**src/rtl/mult_share_ctrl_if.sv**
```systemverilog
// mult_share_ctrl_if: requester handshakes, result channel and busy flag of
// the shared-multiplier controller. The slave modport is the controller side,
// the master modport is the requester/consumer side.
interface mult_share_ctrl_if;
  logic       req0_valid;
  logic [3:0] req0_a;
  logic [3:0] req0_b;
  logic       req0_ready;
  logic       req1_valid;
  logic [3:0] req1_a;
  logic [3:0] req1_b;
  logic       req1_ready;
  logic       res_valid;
  logic [7:0] res_pro;
  logic       res_id;
  logic       res_ready;
  logic       busy;

  modport slave (
    input  req0_valid, req0_a, req0_b,
    output req0_ready,
    input  req1_valid, req1_a, req1_b,
    output req1_ready,
    output res_valid, res_pro, res_id,
    input  res_ready,
    output busy
  );

  modport master (
    output req0_valid, req0_a, req0_b,
    input  req0_ready,
    output req1_valid, req1_a, req1_b,
    input  req1_ready,
    input  res_valid, res_pro, res_id,
    output res_ready,
    input  busy
  );
endinterface

```
**src/rtl/mult_share_ctrl.sv**
```systemverilog
// mult_share_ctrl: shares one 4x4 unsigned array multiplier between two
// requesters. IDLE grants one requester and registers its operands, CALC
// captures the product, HOLD presents it until the consumer takes it.
// Build option: define MULT_SHARE_RR_EN for round-robin tie-breaking;
// otherwise requester 0 always wins ties and the priority pointer is constant 0.

// Unsigned 4x4 array multiplier: four shifted partial-product rows summed.
module mult4x4_array (
  input  logic [3:0] a_i,
  input  logic [3:0] b_i,
  output logic [7:0] p_o
);
  logic [7:0] pp0, pp1, pp2, pp3;

  // Partial-product rows gated by each multiplier bit, then summed
  always_comb begin
    pp0 = b_i[0] ? {4'b0000, a_i}        : '0;
    pp1 = b_i[1] ? {3'b000, a_i, 1'b0}   : '0;
    pp2 = b_i[2] ? {2'b00, a_i, 2'b00}   : '0;
    pp3 = b_i[3] ? {1'b0, a_i, 3'b000}   : '0;
    p_o = pp0 + pp1 + pp2 + pp3;
  end
endmodule

module mult_share_ctrl (
  input  logic                clk,
  input  logic                rst,
  mult_share_ctrl_if.slave    bus
);
  localparam logic [1:0] ST_IDLE = 2'd0;
  localparam logic [1:0] ST_CALC = 2'd1;
  localparam logic [1:0] ST_HOLD = 2'd2;

  logic [1:0] state_q, state_d;
  logic [3:0] op_a_q, op_a_d;
  logic [3:0] op_b_q, op_b_d;
  logic       op_id_q, op_id_d;
  logic       res_valid_q, res_valid_d;
  logic [7:0] res_pro_q, res_pro_d;
  logic       res_id_q, res_id_d;

  logic       prio;
  logic       in_idle;
  logic       grant;
  logic       ready0, ready1;
  logic       hs0, hs1;
  logic       accept;
  logic [7:0] product;

  mult4x4_array u_mult (
    .a_i (op_a_q),
    .b_i (op_b_q),
    .p_o (product)
  );

`ifdef MULT_SHARE_RR_EN
  logic prio_q, prio_d;

  // Priority pointer flips to the other requester after every grant
  always_comb begin
    prio_d = prio_q;
    if (accept) prio_d = ~grant;
  end

  // Priority pointer register
  always_ff @(posedge clk) begin
    if (rst) prio_q <= 1'b0;
    else     prio_q <= prio_d;
  end

  assign prio = prio_q;
`else
  assign prio = 1'b0;
`endif

  // Grant: a lone valid requester always wins; ties go to prio
  always_comb begin
    in_idle = (state_q == ST_IDLE);
    if (bus.req0_valid && bus.req1_valid) grant = prio;
    else                                  grant = bus.req1_valid;
    ready0 = in_idle && !grant && bus.req0_valid && !rst;
    ready1 = in_idle &&  grant && bus.req1_valid && !rst;
    hs0    = bus.req0_valid && ready0;
    hs1    = bus.req1_valid && ready1;
    accept = hs0 || hs1;
  end

  // Next-state and datapath-register updates for IDLE/CALC/HOLD
  always_comb begin
    state_d     = state_q;
    op_a_d      = op_a_q;
    op_b_d      = op_b_q;
    op_id_d     = op_id_q;
    res_valid_d = res_valid_q;
    res_pro_d   = res_pro_q;
    res_id_d    = res_id_q;
    case (state_q)
      ST_IDLE: begin
        if (accept) begin
          op_a_d  = hs1 ? bus.req1_a : bus.req0_a;
          op_b_d  = hs1 ? bus.req1_b : bus.req0_b;
          op_id_d = hs1;
          state_d = ST_CALC;
        end
      end
      ST_CALC: begin
        res_pro_d   = product;
        res_id_d    = op_id_q;
        res_valid_d = 1'b1;
        state_d     = ST_HOLD;
      end
      ST_HOLD: begin
        if (res_valid_q && bus.res_ready) begin
          res_valid_d = 1'b0;
          state_d     = ST_IDLE;
        end
      end
      default: begin
        res_valid_d = 1'b0;
        state_d     = ST_IDLE;
      end
    endcase
  end

  // State and datapath registers with synchronous reset
  always_ff @(posedge clk) begin
    if (rst) begin
      state_q     <= ST_IDLE;
      op_a_q      <= '0;
      op_b_q      <= '0;
      op_id_q     <= 1'b0;
      res_valid_q <= 1'b0;
      res_pro_q   <= '0;
      res_id_q    <= 1'b0;
    end else begin
      state_q     <= state_d;
      op_a_q      <= op_a_d;
      op_b_q      <= op_b_d;
      op_id_q     <= op_id_d;
      res_valid_q <= res_valid_d;
      res_pro_q   <= res_pro_d;
      res_id_q    <= res_id_d;
    end
  end

  assign bus.req0_ready = ready0;
  assign bus.req1_ready = ready1;
  assign bus.res_valid  = res_valid_q;
  assign bus.res_pro    = res_pro_q;
  assign bus.res_id     = res_id_q;
  assign bus.busy       = (state_q != ST_IDLE);
endmodule

```
**src/flat_wrapper.sv**
```systemverilog
// flat-port wrapper written by rule: the top's interface ports become plain ports
module mult_share_ctrl_flat 
  (clk, rst, bus_req0_valid, bus_req0_a, bus_req0_b, bus_req0_ready, bus_req1_valid, bus_req1_a, bus_req1_b, bus_req1_ready, bus_res_valid, bus_res_pro, bus_res_id, bus_res_ready, bus_busy);
  mult_share_ctrl_if bus_i ();
  input  logic clk;
  input  logic rst;
  input wire logic [$bits(bus_i.req0_valid)-1:0] bus_req0_valid;
  input wire logic [$bits(bus_i.req0_a)-1:0] bus_req0_a;
  input wire logic [$bits(bus_i.req0_b)-1:0] bus_req0_b;
  output wire logic [$bits(bus_i.req0_ready)-1:0] bus_req0_ready;
  input wire logic [$bits(bus_i.req1_valid)-1:0] bus_req1_valid;
  input wire logic [$bits(bus_i.req1_a)-1:0] bus_req1_a;
  input wire logic [$bits(bus_i.req1_b)-1:0] bus_req1_b;
  output wire logic [$bits(bus_i.req1_ready)-1:0] bus_req1_ready;
  output wire logic [$bits(bus_i.res_valid)-1:0] bus_res_valid;
  output wire logic [$bits(bus_i.res_pro)-1:0] bus_res_pro;
  output wire logic [$bits(bus_i.res_id)-1:0] bus_res_id;
  input wire logic [$bits(bus_i.res_ready)-1:0] bus_res_ready;
  output wire logic [$bits(bus_i.busy)-1:0] bus_busy;
  assign bus_i.req0_valid = bus_req0_valid;
  assign bus_i.req0_a = bus_req0_a;
  assign bus_i.req0_b = bus_req0_b;
  assign bus_req0_ready = bus_i.req0_ready;
  assign bus_i.req1_valid = bus_req1_valid;
  assign bus_i.req1_a = bus_req1_a;
  assign bus_i.req1_b = bus_req1_b;
  assign bus_req1_ready = bus_i.req1_ready;
  assign bus_res_valid = bus_i.res_valid;
  assign bus_res_pro = bus_i.res_pro;
  assign bus_res_id = bus_i.res_id;
  assign bus_i.res_ready = bus_res_ready;
  assign bus_busy = bus_i.busy;
  mult_share_ctrl u_core (.clk(clk), .rst(rst), .bus(bus_i));
endmodule
```
**config.mk**
```make
export PLATFORM = sky130hd
export DESIGN_NAME = mult_share_ctrl_flat
export DESIGN_NICKNAME = d
export VERILOG_FILES = /design/src/rtl/mult_share_ctrl_if.sv /design/src/rtl/mult_share_ctrl.sv /design/src/flat_wrapper.sv
export SDC_FILE = /design/constraint.sdc
export NUM_CORES = 1
export LEC_CHECK = 0
export ABC_AREA = 0
export CORE_ASPECT_RATIO = 0.9
export CORE_MARGIN = 2
export CORE_UTILIZATION = 41
export DETAILED_ROUTE_END_ITERATION = 10
export PLACE_DENSITY = 0.7
export SLEW_MARGIN = 20
export SYNTH_ARGS = -nofsm -noshare
export SYNTH_HDL_FRONTEND = slang
export SYNTH_HIERARCHICAL = 1
export SYNTH_SLANG_ARGS = --single-unit
```
**constraint.sdc**
```tcl
create_clock -name clk -period 8.9 [get_ports clk]
set_clock_uncertainty 0.2 [all_clocks]
set_input_delay 1.78 -clock clk [delete_from_list [all_inputs] [get_ports clk]]
set_output_delay 1.78 -clock clk [all_outputs]
set_load 0.1 [all_outputs]
```
* After elaboration in Yosys (flattened, before gate mapping)
Index checks and enable logic that the tools add are counted.
** Word-level totals
- Bits in registers :: 21
- Bits in latches :: 0
- Bits in writable memories :: 0
- Memory bits (read-only) :: 0
- Logic and storage cells :: 45
- Memories :: 0
** Cells by class
- $add $sub $neg :: 3
- $mul :: 0
- Div/mod/pow operators :: 0
- Magnitude comparators :: 0
- Equality and inequality tests :: 4
- Shift-type cells :: 0
- Muxes and demuxes :: 12
- Bitwise operators :: 1
- Reduce and logical (&&, ||, !) cells :: 18
** Operators by type and width (number)
- 4-bit 2-to-1 mux :: 3
- 1-bit logical AND :: 10
- 8-bit by 5-bit adder with 8-bit output :: 1
- 8-bit by 6-bit adder with 8-bit output :: 1
- 8-bit by 7-bit adder with 8-bit output :: 1
- 7-bit 2-to-1 mux :: 1
- 6-bit 2-to-1 mux :: 1
- 2-bit case mux with 3 select lines :: 1
- 2-bit AND reduction :: 3
- 5-bit 2-to-1 mux :: 1
- 2-bit 2-to-1 mux :: 2
- 1-bit case mux with 3 select lines :: 1
- 2-bit by 1-bit equality test with 1-bit output (second input constant) :: 1
- 2-bit equality test (second input constant) :: 1
- 1-bit logical NOT :: 2
- 2-bit logical NOT :: 1
- 1-bit 2-to-1 mux :: 2
- 2-bit by 1-bit inequality test with 1-bit output (second input constant) :: 1
- 2-bit inequality test (second input constant) :: 1
- 2-bit nonzero test :: 1
- 1-bit logical OR :: 1
- 1-bit inverter :: 1

* Depth between registers and ports, before layout
Gate-level depths: netlist of the first run.
- Depth after elaboration :: 10
- Depth in mapped cells :: 12
- Mapped depth without buffers :: 12

* Modules after synthesis
Netlist of the first run, hierarchy kept.
** By module, submodules not included
- mult_share_ctrl :: times used 1, cells each 96, area each 832.0 µm²
- mult4x4_array :: times used 1, cells each 42, area each 385.4 µm²

* Least setup slack after synthesis of the first run
OpenSTA, ideal clock, no wires.
- Path type :: input to output
- Start point :: input port bus_req0_valid
- End point :: output port bus_req1_ready
- Arrival time :: 4.075 ns
- Path slack :: 2.845 ns
- Stages on the path :: 3
- Cells stage by stage :: nand2b_1 buf_6 nor3_1
** Between the ends
- Longest elaborated chain between the ends :: 5
** Ends and longest elaborated chain
- start, declared :: line flat_wrapper.sv:7 : input wire logic [$bits(bus_i.req0_valid)-1:0] bus_req0_valid;
- 1-bit logical AND :: line mult_share_ctrl.sv:79 : if (bus.req0_valid && bus.req1_valid) grant = prio;
- 1-bit 2-to-1 mux :: line mult_share_ctrl.sv:79
- 1-bit logical AND (3 in series) :: line mult_share_ctrl.sv:82 : ready1 = in_idle && grant && bus.req1_valid && !rst;
- end, declared :: line flat_wrapper.sv:14 : output wire logic [$bits(bus_i.req1_ready)-1:0] bus_req1_ready;
No other way between the ends.

* Worst setup path after layout of the first run
- Start point :: input port rst
- End point :: output port bus_req0_ready
** Between the ends
- Longest elaborated chain between the ends :: 2
** Ends and longest elaborated chain
- start, declared :: line flat_wrapper.sv:6 : input logic rst;
- 1-bit logical NOT :: line mult_share_ctrl.sv:81 : ready0 = in_idle && !grant && bus.req0_valid && !rst;
- 1-bit logical AND :: line mult_share_ctrl.sv:81
- end, declared :: line flat_wrapper.sv:10 : output wire logic [$bits(bus_i.req0_ready)-1:0] bus_req0_ready;
No other way between the ends.

==> metrics, run 1 <==
status complete, no violations; sequential share of power 46.0%; maximum clock path buffer count 2; post-synthesis sequential area ratio 34.53%; die width 61.44 um; number of global-route vias before repair 1042; Syn Area/Cell 8.822 um2; VDD IR max 0.1096 mV; Initial DRT Pass Iterations 5; combinational share of power 36.0%; DIE HEIGHT 55.70 um; post-synth cell types 28; total gr overflow 0; layout cells sized above 1 4.706%; GPL Wtd Cong 0.7660; Slew HR 34.99%; unrepaired setup endpoints after global routing false; Sink Count 21; FMAX 164.5 MHz; Area growth syn-to-layout 31.04%; # setup viols final 0; n_diodes 0; Reg clk slew, reported paths 110 ps; die area 3422 um2; final slew viol count 0; clock root buffer master clkbuf_4; critical path endpoint category output port; Ports 34; Worst Tran Pin Value 972.0 ps; worst min path class flop to flop; Wirelength per Cell 12.27 um; core area 2793 um2; CTS tree done; crit path DAT 4100 ps; Starting DRT DRC Count 35; Starting Density 43.59%; Final HPWL DP 2077 um; clock share of power 18.0%; post-route ant nets 0; worst hold margin 263.4 ps; P_sw 0.09033 mW; maxcap violations 0; Final Hold Vio Count 0; Place WS 2834 ps; fin crit period 6078 ps; reg2reg path depth 12; Power Density 151.7 nW/um2; share of flip-flops with an asynchronous set or reset 0%; most common cell after layout, fill and taps aside clkdlybuf4s50_1; Int Pwr 0.1517 mW; Fillers 282; final core utilization 57.12%; switch share 37.32%; Yosys reg bits 21; vias per inst 5.171; CP Class input port to output port; first-pass GRT wire length 4409 um; CTS buffer count 3; Tot GR Track Use 16.84%; residual DRC count 0; fin worst setup slack 2822 ps; Max FO, Critical Path 23; hold path cells 2; warning count from the yosys run 6; required time of the critical path 6920 ps; Pleak 0.6722 nW; largest net degree at the start of global routing 24; Port Buf Inserts 33; WL final 2577 um; commonest non-fill, non-tap cells in the layout clkdlybuf4s50_1, nand2_1, dfxtp_1; Post-synth top flop dfxtp_1; Worst Setup Start Kind input port; Post-synth EDFFs 0; vias 1086; Clock Latency Late Sink 290 ps; post_cts resized 0; Mapped Nets 174; CTS Hold Buffers Added 0; period utilisation layout 68.30%; floorplan row count 18; Fin Setup TNS 0 ps; antenna violations before repair 0; nets@finish 207; post-CTS setup buffers 0; H-tree Lvls 1; synthesized instance count 138; Post-Syn Area 1217 um2
==> layer usage <==
metal / vias to the layer above / share of wire [%] / track usage (%)
met5: - / 0 / 0
li1: 542 / - / -
met4: 0 / 0.47 / 4.559
met3: 4 / 3.8 / 3.023
met1: 516 / 46 / 21.37
met2: 24 / 50 / 28.72
==> path summary, 6_finish.rpt <==
check	from	endpoint	slack, ps
max reg2reg	u_core/op_b_q[0]	u_core/bus.res_pro[7]	5520
min reg2reg	u_core/bus.res_pro[6]	u_core/bus.res_pro[6]	260
min	u_core/bus.res_pro[6]	u_core/bus.res_pro[6]	260
max	rst	bus_req0_ready	2820
==> power groups by stage <==
stage	clock (mW)	combinational (mW)	sequential (mW)
after floorplan	0	0.0467	0.128
after global placement	0	0.0858	0.113
after detailed placement	0	0.0869	0.114
after CTS	0.0460	0.0879	0.111
after global routing	0.0501	0.0955	0.112
final	0.0436	0.0872	0.111
==> synthesized netlist by cell type (2+ instances only) <==
library cell / n / area share, %
o22ai_1: 8 / 4.1
nand2b_1: 2 / 1.0
dfxtp_1: 21 / 35
ha_1: 10 / 10
a221oi_1: 7 / 5.0
xnor2_1: 2 / 1.4
buf_2: 2 / 0.82
a21o_1: 2 / 1.2
fa_1: 5 / 8.2
nand2_1: 23 / 7.1
nor3_1: 3 / 1.2
clkbuf_1: 2 / 0.62
inv_1: 13 / 4.0
a21oi_1: 12 / 4.9
o21a_1: 2 / 1.2
and2_1: 12 / 6.2
==> stage by stage <==
step                cells  power (mW)  instance area, um2
floorplan             138      0.1744                1217
global placement      206      0.1989                1569
detailed placement    206      0.2006                1569
CTS                   210      0.2454                1595
global route          210      0.2580                1595
finish                210      0.2421                1595
==> state kept, by name, indices dropped and copies added, names as in the netlist <==
register              count
u_core/state_q            2
u_core/op_b_q             4
u_core/bus.res_valid      1
u_core/bus.res_id         1
u_core/op_id_q            1
u_core/bus.res_pro        8
u_core/op_a_q             4
==> area by class of cell <==
cell class	instances	area (um2)	area share, %
clock buffers	4	26.28	1.647
inverters	14	52.55	3.294
multi-input cells	98	715.7	44.86
flip-flops and latches	21	420.4	26.35
well taps	40	50.05	3.137
repair buffers	33	330.3	20.71
==> kinds of logic after synthesis <==
group,after synthesis,synth area share (%)
XOR/XNOR,3,2.159
AND/OR/NAND/NOR,45,18.29
adder cells (fa/ha/maj),15,18.50
flip-flops,21,34.53
AO/OA/AOI/OAI,35,19.84
buffers and inverters,19,6.681
==> worst max-delay path, stage by stage <==
cell and delay, ps:
clkdlybuf4s50_1 810, nor3_1 330, clkdlybuf4s50_1 1170
Power figures use the tool's default switching activity.
==> run 2: changes to the inputs <==
clock period = 6 ns   (was 8.9 ns; I/O delays follow)
==> run 2 against run 1 <==
- non-clock buffer count unchanged
- cell count unchanged
- hold slack about the same
- final area decreased by 0.31%
- largest cell class unchanged
- register-to-register slack got worse by 2900 ps
- sequential share of layout area increased by 0.083 points
- count of clock-buffer cells in the layout unchanged
- critical path type unchanged
- die area unchanged
- core utilization decreased by 0.18 points
- first-iteration DRC count decreased by 5.7%
==> metrics, run 2 (synthesis gave the netlist of run 1 again) <==
GPL Wtd Cong 0.7686 (+0.34%); Sink Count 21 (unchanged); Worst Path Buf+Inv 2 (unchanged); final cell count without fillers 210 (unchanged); die width 61.44 um (unchanged); largest net degree at the start of global routing 24 (unchanged); CTS buffer count 3 (unchanged); maxcap violations 0 (unchanged); core area 2793 um2 (unchanged); n_diodes 0 (unchanged); Tot GR Track Use 16.63% (-0.22 points); Reg2Reg Capture Point u_core/bus.res_pro[7]; Sequential cell area 420.4 um2 (unchanged); unrepaired setup endpoints after global routing false; FMAX 244.9 MHz; Pleak 0.6758 nW (+0.53%); post-CTS setup buffers 0 (unchanged); Place WS 1916 ps (-918.6 ps); Ports 34 (unchanged); Final Power 0.3586 mW (+48%); fin crit period 4083 ps; Worst Tran Pin Value 977.1 ps (+5.060 ps); Final HPWL DP 2056 um (-0.98%); hold path cells 2 (unchanged); # setup viols final 0 (unchanged); R2R setup slack 2600 ps (-2920 ps); Clock Latency Late Sink 290 ps (about the same); Reg clk slew, reported paths 110 ps (about the same); Fillers 277 (-1.8%); layout cells sized above 1 5.882% (+1.2 points); critical path's top delay family buffers and inverters; nets@finish 207 (unchanged); crit path DAT 2680 ps (-1420 ps); Starting DRT DRC Count 33 (-5.7%); post-route ant nets 0 (unchanged); grt met3 use 3.488% (+0.47 points); post_cts resized 0 (unchanged); CTS Hold Buffers Added 0 (unchanged); Fin Setup TNS 0 ps (unchanged); critical path depth 3 (unchanged); Worst Setup Start Kind input port; Area growth syn-to-layout 30.63%; Hold Path Origin u_core/bus.res_pro[3]; Max FO, Critical Path 23 (unchanged); worst path cell trace clkdlybuf4s50_1 -> nor3_1 -> buf_4; required time of the critical path 4600 ps (-2320 ps); critical path endpoint category output port; Wirelength per Cell 12.01 um (-2.1%); CP Class input port to output port; final slew viol count 0 (unchanged); Final Hold Vio Count 0 (unchanged); met1 Usage GRT 21.14% (-0.23 points); total gr overflow 0 (unchanged); floorplan row count 18 (unchanged); first-pass GRT wire length 4457 um (+1.1%); die area 3422 um2 (unchanged); residual DRC count 0 (unchanged); vias 1059 (-2.5%); Initial DRT Pass Iterations 4 (-1); period utilisation layout 68.05%; Post-DP Area 1564 um2 (-0.32%); CP max stage delay 800 ps (-370 ps); Slew HR 34.66% (-0.34 points); max reg flops 8 (unchanged); Power Density 225.5 nW/um2 (+49%); global route hottest layer met2; Starting Density 43.59% (unchanged); commonest non-fill, non-tap cells in the layout clkdlybuf4s50_1, nand2_1, dfxtp_1; H-tree Lvls 1 (unchanged); vias per inst 5.043 (-2.5%); fin area 1590 um2 (-0.31%); most common cell after layout, fill and taps aside clkdlybuf4s50_1; VDD IR max 0.1410 mV (+29%); reg2reg path depth 12 (unchanged); clock root buffer master clkbuf_4; CTS tree done; status complete, no violations; FF-to-FF Start u_core/op_b_q[0]; area occupied by multi-input gates 715.7 um2 (unchanged); crit path from rst; WL final 2523 um (-2.1%); final core utilization 56.94% (-0.18 points); fin worst setup slack 1917 ps (-904.7 ps); Port Buf Inserts 33 (unchanged); DIE HEIGHT 55.70 um (unchanged); maximum clock path buffer count 2 (unchanged); GR Util met2 28.57% (-0.15 points); number of global-route vias before repair 1056 (+1.3%); antenna violations before repair 0 (unchanged); CP max stage cell clkdlybuf4s50_1; worst min path class flop to flop; placed insts 206 (unchanged); Endpoint, Worst Hold u_core/bus.res_pro[3]; worst hold margin 263.5 ps (+0.06900 ps)
-- run 2: worst max-delay path by stage --
stage and endpoint:
2_1_floorplan bus_req1_ready, 3_3_place_gp bus_req0_ready, 3_5_place_dp bus_req0_ready, 4_1_cts bus_req0_ready, 5_1_grt bus_req0_ready, 6_report bus_req0_ready
-- run 2: where the power goes --
part / leakage (nW) / internal (mW) / switching, mW
clock network: 0.0150 / 0.0258 / 0.0393
registers: 0.173 / 0.152 / 0.0127
logic: 0.488 / 0.0467 / 0.0819
-- run 2: layout make-up --
type	instances	area share, %
flip-flops and latches	21	26.44
clock buffers	4	1.652
well taps	40	3.147
inverters	14	3.304
multi-input cells	98	45.00
repair buffers	33	20.46
-- run 2: worst min-delay path: cells and delay by family (launching register included) --
kind             cells  cell delay [ps]
AO/OA/AOI/OAI        1               50
flip-flops           1              330
AND/OR/NAND/NOR      1               50
-- run 2: per-layer routing --
layer | vias up | wire length [um]
li1 | 540 | -
met1 | 502 | 1162
met2 | 15 | 1273
met3 | 2 | 77
met4 | 0 | 9
met5 | - | 0
==> run 3: changes to the inputs <==
clock period = 4.3 ns   (was 6 ns; I/O delays follow)
==> run 3 against run 2 <==
- non-clock buffer count rose by 1
- first-iteration DRC count fell by 27%
- critical path depth rose by 1
- wire length rose by 0.95%
- largest cell class unchanged
- core utilization rose by 0.31 points
- worst setup slack got worse by 920 ps
- via count fell by 0.85%
- hold slack improved by 0.57 ps
- die area did not move
- cell count rose by 0.48%
==> metrics, run 3 (synthesis gave the netlist of run 1 again) <==
WL final 2547 um (+0.95%); Worst Tran Pin Value 977.3 ps (+0.1937 ps); Hold Path Origin u_core/bus.res_pro[6]; Wirelength per Cell 12.07 um (+0.47%); maxcap violations 0 (unchanged); required time of the critical path 3240 ps (-1360 ps); maximum clock path buffer count 2 (unchanged); Reg2Reg Capture Point u_core/bus.res_pro[7]; DIE HEIGHT 55.70 um (unchanged); most common cell after layout, fill and taps aside clkdlybuf4s50_1; vias 1050 (-0.85%); Initial DRT Pass Iterations 4 (unchanged); Worst Setup Start Kind input port; reg2reg path depth 12 (unchanged); CTS tree done; post-CTS setup buffers 0 (unchanged); CP max stage delay 560 ps (-240 ps); Sink Count 21 (unchanged); post_cts resized 0 (unchanged); FF-to-FF Start u_core/op_b_q[0]; post-route ant nets 0 (unchanged); Endpoint, Worst Hold u_core/bus.res_pro[6]; period utilisation layout 76.72%; VDD IR max 0.1951 mV (+38%); die area 3422 um2 (unchanged); Ports 34 (unchanged); status complete, no violations; clock root buffer master clkbuf_4; Clock Latency Late Sink 300 ps (about the same); crit path DAT 2240 ps (-440 ps); largest net degree at the start of global routing 24 (unchanged); Final HPWL DP 2031 um (-1.2%); CTS Hold Buffers Added 0 (unchanged); total gr overflow 0 (unchanged); Reg clk slew, reported paths 120 ps (about the same); worst hold margin 264.1 ps (+0.5730 ps); Tot GR Track Use 16.98% (+0.35 points); Max FO, Critical Path 9 (-61%); vias per inst 4.976 (-1.3%); floorplan row count 18 (unchanged); final core utilization 57.26% (+0.31 points); unrepaired setup endpoints after global routing false; final slew viol count 0 (unchanged); Area growth syn-to-layout 31.35%; commonest non-fill, non-tap cells in the layout clkdlybuf4s50_1, nand2_1, dfxtp_1; # setup viols final 0 (unchanged); FMAX 303.1 MHz; max reg flops 8 (unchanged); antenna violations before repair 0 (unchanged); nets@finish 208 (+0.48%); Pleak 0.6833 nW (+1.1%); CP max stage cell clkdlybuf4s50_1; hold path cells 2 (unchanged); number of global-route vias before repair 1041 (-1.4%); CP Class input port to output port; worst min path class flop to flop; Fin Setup TNS 0 ps (unchanged); Starting Density 43.59% (unchanged); fin crit period 3299 ps; Starting DRT DRC Count 24 (-27%); worst path cell trace clkdlybuf4s50_1 -> clkinv_1 -> nor3_1 -> buf_4; Slew HR 34.64% (about the same); die width 61.44 um (unchanged); Port Buf Inserts 33 (unchanged); first-pass GRT wire length 4519 um (+1.4%); Final Hold Vio Count 0 (unchanged); layout cells sized above 1 7.018% (+1.1 points); critical path endpoint category output port; R2R setup slack 1020 ps (-1580 ps); CTS buffer count 3 (unchanged); Fillers 283 (+2.2%); core area 2793 um2 (unchanged); GPL Wtd Cong 0.7346 (-4.4%); Power Density 315.3 nW/um2 (+40%); H-tree Lvls 1 (unchanged); residual DRC count 0 (unchanged); n_diodes 0 (unchanged)
run 3: changes by cell type in the layout (fill, tap and decap cells not counted):
cell / before / now
clkbuf_1: 1 / 0
buf_4: 2 / 3
clkinv_2: 0 / 1
run 3: power by group:
part	internal (mW)	switching (mW)
clock	0.0347	0.0621
combinational	0.0649	0.113
sequential	0.212	0.0172
run 3: worst max-delay path, delay by kind of cell:
kind	cells	cell delay, ps
AND/OR/NAND/NOR	1	240
buffers and inverters	3	1140
run 3: worst max path at each step:
stage          slack (ps)              from                    end  cells past startpoint
2_1_floorplan          80    bus_req0_valid         bus_req1_ready                      3
3_3_place_gp         1040    bus_req0_valid         bus_req0_ready                      4
3_5_place_dp         1000    bus_req0_valid         bus_req0_ready                      4
4_1_cts               980    bus_req0_valid         bus_req0_ready                      4
5_1_grt               890  u_core/op_a_q[3]  u_core/bus.res_pro[7]                     12
6_report             1000    bus_req0_valid         bus_req0_ready                      4
run 3: through the flow:
| step | area (um2) | cells | setup WS (ps) | total power [mW] |
|---|---|---|---|---|
| 5_1_grt | 1599 | 211 | 888.1 | 0.5385 |
| 6_report | 1599 | 211 | 1001 | 0.5042 |
| 3_3_place_gp | 1572 | 207 | 1043 | 0.4110 |
| 2_1_floorplan | 1217 | 138 | 84.86 | 0.3609 |
| 3_5_place_dp | 1572 | 207 | 996.8 | 0.4134 |
| 4_1_cts | 1599 | 211 | 979.9 | 0.5109 |
run 3: layout make-up:
cell class	instances	area (um2)	share of cell area, %
Multi-Input combinational cell	98	715.7	44.76
Sequential cell	21	420.4	26.29
Timing Repair Buffer	34	332.8	20.81
Inverter	14	52.55	3.286
Tap cell	40	50.05	3.130
Clock buffer	3	22.52	1.408
Clock inverter	1	5.005	0.3130
run 3: layer usage:
metal	track usage [%]	routed length, um	share of wire [%]
met1	21.92	1174	46
met3	5.116	101	4.0
met4	3.343	21	0.82
met5	0	0	0
met2	27.81	1249	49
